==> src/rtl/dist_ram_sdp.sv <==
// Simple-dual-port distributed RAM: sync write, async or registered read,
// with an optional post-reset clear sweep that refills every word.
module dist_ram_sdp #(
  parameter int WIDTH = 4,
  parameter int ADDR_WIDTH = 5,
  parameter logic [WIDTH-1:0] INIT_VALUE = '0,
  parameter bit READ_REG = 1'b0,
  parameter string WRITE_MODE = "READ_FIRST",
  parameter bit CLEAR_ON_RESET = 1'b1
) (
  input  logic                  WCLK,
  input  logic                  RST,
  input  logic                  WE,
  input  logic [ADDR_WIDTH-1:0] WADDR,
  input  logic [WIDTH-1:0]      D,
  input  logic [ADDR_WIDTH-1:0] RADDR,
  output logic [WIDTH-1:0]      O,
  output logic                  BUSY
);

  localparam int DEPTH = 2 ** ADDR_WIDTH;
  localparam logic [ADDR_WIDTH:0] LAST =
    (ADDR_WIDTH + 1)'(DEPTH - 1);
  localparam bit WF = (WRITE_MODE == "WRITE_FIRST");

  typedef enum logic {
    IDLE,
    CLEAR
  } state_t;

  state_t state_q = IDLE;
  state_t state_d;
  logic [ADDR_WIDTH:0] cnt_q = '0;
  logic [ADDR_WIDTH:0] cnt_d;
  logic busy_q = 1'b0;
  logic busy_d;

  logic [WIDTH-1:0] mem [DEPTH] = '{default: INIT_VALUE};

  logic clr_wr;
  logic usr_wr;

  always_comb begin
    state_d = state_q;
    cnt_d   = cnt_q;
    busy_d  = busy_q;
    if (RST) begin
      cnt_d = '0;
      if (CLEAR_ON_RESET) begin
        state_d = CLEAR;
        busy_d  = 1'b1;
      end else begin
        state_d = IDLE;
        busy_d  = 1'b0;
      end
    end else begin
      unique case (state_q)
        CLEAR: begin
          cnt_d = cnt_q + 1'b1;
          if (cnt_q == LAST) begin
            state_d = IDLE;
            busy_d  = 1'b0;
          end
        end
        default: ;
      endcase
    end
  end

  always_ff @(posedge WCLK) begin
    state_q <= state_d;
    cnt_q   <= cnt_d;
    busy_q  <= busy_d;
  end

  // Sweep owns the write port; user writes wait for it to finish.
  assign clr_wr = (state_q == CLEAR) && !RST;
  assign usr_wr = WE && !RST && !busy_q;

  always_ff @(posedge WCLK) begin
    if (clr_wr)
      mem[cnt_q[ADDR_WIDTH-1:0]] <= INIT_VALUE;
    else if (usr_wr)
      mem[WADDR] <= D;
  end

  generate
    if (READ_REG) begin : g_reg
      logic [WIDTH-1:0] o_q = '0;
      always_ff @(posedge WCLK) begin
        if (RST || busy_q)
          o_q <= '0;
        else if (WF && WE && (WADDR == RADDR))
          o_q <= D;
        else
          o_q <= mem[RADDR];
      end
      assign O = o_q;
    end else begin : g_async
      assign O = mem[RADDR];
    end
  endgenerate

  assign BUSY = busy_q;

endmodule
==> config.mk <==
export PLATFORM = sky130hd
export DESIGN_NAME = dist_ram_sdp
export DESIGN_NICKNAME = d
export VERILOG_FILES = /design/src/rtl/dist_ram_sdp.sv
export SDC_FILE = /design/constraint.sdc
export NUM_CORES = 1
export LEC_CHECK = 0
export ABC_AREA = 1
export CAP_MARGIN = 20
export CORE_ASPECT_RATIO = 1.2
export CORE_MARGIN = 5
export CORE_UTILIZATION = 54
export CTS_CLUSTER_SIZE = 12
export DETAILED_ROUTE_END_ITERATION = 16
export GPL_ROUTABILITY_DRIVEN = 0
export PLACE_DENSITY = 0.81
export RECOVER_POWER = 25
export SYNTH_ARGS = -nofsm -noshare
export SYNTH_HDL_FRONTEND = slang
export SYNTH_SLANG_ARGS = --single-unit
==> constraint.sdc <==
create_clock -name WCLK -period 1.95 [get_ports WCLK]
set_input_delay 0.39 -clock WCLK [delete_from_list [all_inputs] [get_ports WCLK]]
set_output_delay 0.39 -clock WCLK [all_outputs]
set_load 0.02 [all_outputs]
# After elaboration in Yosys (flattened, before gate mapping)
# Memories as Yosys holds them, arrays and structs flattened.
# Cells that the tools add are included.
[classes]
addsub = 1
n_eq_ne = 1
muxes = 10
reduce_logical = 7
[ops]
columns = ["operator", "n"]
rows = [
  ["2-to-1 mux 1 bit", 8],
  ["adder 6 x 1 -> 6 bit (second input constant)", 1],
  ["equality test 6 x 5 -> 1 bit (second input constant)", 1],
  ["2-to-1 mux 5 bit", 1],
  ["2-to-1 mux 4 bit", 1],
  ["OR reduction 4 bit", 1],
  ["logical AND 1 bit", 3],
  ["logical NOT 1 bit", 2],
  ["AND reduction 2 bit", 1],
]
[word_totals]
register_bits = 8
mem_bits_rw = 128
input_bits = 17
output_inout_bits = 5
word_cells = 23
n_memories = 1
[memory_table]
columns = ["name", "depth", "width", "read_ports", "rd_clocked_by_memory_dff", "write_ports", "line", "text"]
rows = [
  ["mem", 32, 4, 1, 0, 1, "38", "logic [WIDTH-1:0] mem [DEPTH] = '{default: INIT_VALUE};"],
]

# Longest topological paths before layout
[logic_depth]
word_depth = 8
ltp_mapped = 10
depth_no_buf = 9

# Worst setup path after synthesis
# OpenSTA, ideal clock, no wires.
[synth_path]
path_kind = "reg2reg"
from = "register busy_q, in the netlist BUSY"
to = "memory mem[0][0], data pin"
setup_ns = 0.351
t_arrival_ns = 1.566
required_time_ns = 1.599
setup_slack_ns = 0.033
stages_incl_launch_ff = 5
n_path_buf = 1
synth_period_minus_slack_ns = 1.917
path_cell_list = "dfxtp_1 > nor2_4 > nand3_4 > buf_6 > nor2_1"
[synth_via]
elab_chain_cells = 7
[synth_lines]
columns = ["element", "line", "text"]
rows = [
  ["from (decl)", "35", "logic busy_q = 1'b0;"],
  ["from (signal assigned)", "73", "busy_q <= busy_d;"],
  ["logical NOT 1 bit", "78", "assign usr_wr = WE && !RST && !busy_q;"],
  ["logical AND 1 bit", "78", ""],
  ["2-to-1 mux 1 bit", "83", "else if (usr_wr)"],
  ["2-to-1 mux 1 bit", "81", "if (clr_wr)"],
  ["2-to-1 mux 1 bit (not written as such)", "84", "mem[WADDR] <= D;"],
  ["OR reduction 4 bit (no line)", "n/a", ""],
  ["2-to-1 mux 4 bit (no line)", "n/a", ""],
  ["to (decl)", "38", ""],
]
# Every way passes these cells.

# Worst setup path in the final report
[layout_path]
from = "input RST"
to = "memory mem[19][0] (enable)"
[layout_via]
elab_chain_cells = 8
elab_cells_between_ends = 12
classes_between = "mux: 7; reduce/logical: 5"
[layout_lines]
columns = ["element", "line", "text"]
rows = [
  ["from (decl)", "12", "input logic RST,"],
  ["logical NOT 1 bit (*)", "77, 78", ""],
  ["logical AND 1 bit (2 in series)", "78", ""],
  ["2-to-1 mux 1 bit", "83", ""],
  ["2-to-1 mux 1 bit", "81", ""],
  ["2-to-1 mux 1 bit (not written as such)", "84", ""],
  ["OR reduction 4 bit (no line)", "n/a", ""],
  ["2-to-1 mux 5 bit (no line) / 2-to-1 mux 1 bit (equally long branches)", "n/a", ""],
]
# Mark *: on every way between the ends. The rest lies on a longest branch, timed or not.

==> results.yml <==
outcome:
  outcome: "complete, but fails checks"
  violations: "negative setup slack"
timing:
  tightestPinTransition_ns: 0.399
  fin_setup_tns_ns: -1.71
  maxSlewHeadroom: 0.734
  clock_skew_ns: 0.0106
  fin_crit_ns: 2.01
  finalWorstSetupSlack_ns: -0.0607
  finalSetupViolCount: 74
  rsz0062_at_grt: "yes"
  holdWs_ns: 0.462
  fin_crit_sh: 1.03
  max_freq_mhz: 497
  slew_violations: 0
  hold_viol_final: 0
drt:
  drt-pass1-iter-count: 6
  drtAntennaViolNets: 0
  wl_per_cell_um: 20.9
  drt_iter0_markers: 584
  wl_um: 16200
  drc: 0
  viasPerCell: 6.02
  vias: 4658
critical_path:
  critical_path_class: "in2reg"
  cp-end-kind: "register"
  cp_data_arrival_time_ns: 2.15
  start_kind: "primary input"
  cp.required_ns: 2.09
  cp_max_fo: 6
global_routing:
  grt-ovfl-total: 0
  grt_start_max_net_pins: 33
  grt_pass1_wl_um: 24500
  gr-usage-all-layers: 0.253
  grt_pass1_vias: 4705
  grt_antenna_before_repair: 0
die:
  die_x_um: 105
  num_rows: 41
  start_util: 0.552
  die_area_um2: 12900
  ios: 22
  die_h_um: 124
  coreArea_um2: 10500
placed_design:
  port_buffers: 21
  dpl.cell_count: 733
  hpwlAfterDp_um: 8890
  dp_slack_ns: -0.815
cts:
  clock_latency_ns: 0.42
  clockBufferDepth: 2
  clock_sinks: 136
  holdBufCountCts: 0
  cts_tree: "yes"
  root_buffer: "clkbuf_16"
  cts_buffers: 17
  h-tree-depth: 4
  path_clk_slew_ns: 0.06
layout:
  nFillCells: 629
  syn2layout_area_growth_pct: 30.5
  antenna_cells: 0
  nets: 650
  fin_util: 0.720
  instances_no_fill: 774
  drive_above_1_share: 0.253
worst_hold_path:
  hp-class: "reg2reg"
synthesis:
  synth_xor_area_frac: 0
  synthMuxAreaShare: 0
  ys_seq_elements: 136
  syn_avg_cell_area_um2: 10.5
  synth-compound-area-share: 0.0140
  synth_top_area_frac: 0.662
  yosys_warnings: 0
  synthDistinctLibCells: 23
  synth_area_leader_cell: "edfxtp_1"
  synth_cells: 554
  ys_seq_area_frac: 0.690
  synth_fa_ha_area_frac: 0.00216
  yosys.area_share.simple: 0.258
  synth_fp_nets: 572
  synth_top_family_by_area: "simple AND/OR/NAND/NOR gates"
  netlist_area_um2: 5800
  synthTopCellsByArea: "edfxtp_1 66%, nand2_1 13%, nand3_1 8.5%"
pwr:
  power.density_nw_per_um2: 919
  power_leakage_uw: 0.00294
  irDropWorstVdd_uv: 652
run:
  maxCapViolCount: 0
## stage by stage
stage	total power, µW	instance area, µm²
after floorplan	3490	5800
after global placement	3670	6580
after detailed placement	3680	6580
after CTS	6900	7390
after global routing	7150	7580
final	6960	7580
## sequential cells by signal (all words and copies together) (netlist names)
register and count:
cnt_q 6, mem 128, BUSY 1, state_q 1
## critical path: stages
cell	delay, ns
clkdlybuf4s50_1	0.44
nor2_2	0.22
nand3_4	0.18
nand2_1	0.17
o21ai_4	0.09
nor2_2	0.20
nand2_2	0.14
nor2_1	0.15
buf_4	0.16
## cell type report
class	instances	area [µm²]	share of cell area
clock buffer	19	433	0.0571
clock inverter	13	154	0.0203
inverter	25	109	0.0144
multi-input combinational	369	1810	0.239
sequential	136	4000	0.528
tap	129	161	0.0213
timing repair buffer	83	907	0.120
## final timing paths
kind	from	to	slack (ns)	cells past startpoint
max	RST	mem[19][0]	-0.06	9
min	cnt_q[5]	cnt_q[5]	0.46	2
max reg2reg	BUSY	mem[19][0]	0.02	8
min reg2reg	cnt_q[5]	cnt_q[5]	0.46	2
## where the power goes
| group | switching, µW | internal, µW | leakage, µW |
|---|---|---|---|
| logic | 343 | 222 | 0.00152 |
| clock network | 1220 | 2000 | 0.000281 |
| registers | 9.93 | 3170 | 0.00113 |
## kinds of logic (layout without fill, tap and decap cells)
| family | after synthesis | after routing |
|---|---|---|
| and+or+nand+nor | 354 | 355 |
| DFF | 136 | 136 |
| buffers and inverters | 50 | 140 |
| AOI/OAI and AO/OA | 13 | 13 |
| adders and majority gates | 1 | 1 |
## layer usage
layer / share of wire / global-route usage / routed length, µm
met3: 0.11 / 0.0664 / 1770
met2: 0.50 / 0.433 / 8160
met1: 0.34 / 0.294 / 5470
met5: 0 / 0 / 0
met4: 0.047 / 0.137 / 766
## cells in the mapped netlist
master,instances
clkbuf_1,11
a21oi_1,5
nor3_1,5
o21ai_0,2
o21ai_1,1
buf_1,2
nand3_2,2
nor2_1,42
nor2_4,1
nand3_1,99
edfxtp_1,128
inv_1,23
inv_2,2
buf_2,11
ha_1,1
nand4_1,1
dfxtp_1,8
nand3_4,1
nand2_1,202
buf_6,1
o22ai_1,1
o21ai_2,4
nor2_2,1
## layout by cell type, fill, tap and decap left out, types with 2 or more instances in the layout
cell               n
nand2_1          183
edfxtp_1         128
nand3_1           81
buf_4             36
nor2_1            28
inv_1             19
nand3_2           19
nand2_2           19
clkbuf_16         17
nor2_2            15
clkdlybuf4s50_1   12
buf_12            11
dfxtp_1            8
buf_6              7
a21oi_1            5
nor3_1             5
inv_2              4
clkinv_2           4
clkbuf_1           4
buf_16             4
clkbuf_4           4
nand3_4            3
o21ai_2            3
clkinvlp_4         3
bufinv_16          3
o21ai_4            2
o21ai_0            2
dlygate4sd2_1      2
buf_8              2
## timing repair
action,CTS,global route
pin swaps,5,29
buffers inserted,2,2
gates resized for setup,54,54
endpoints found under the setup margin,4,107
cloned,4,1
No activity file was read; power rests on OpenSTA's default activity.
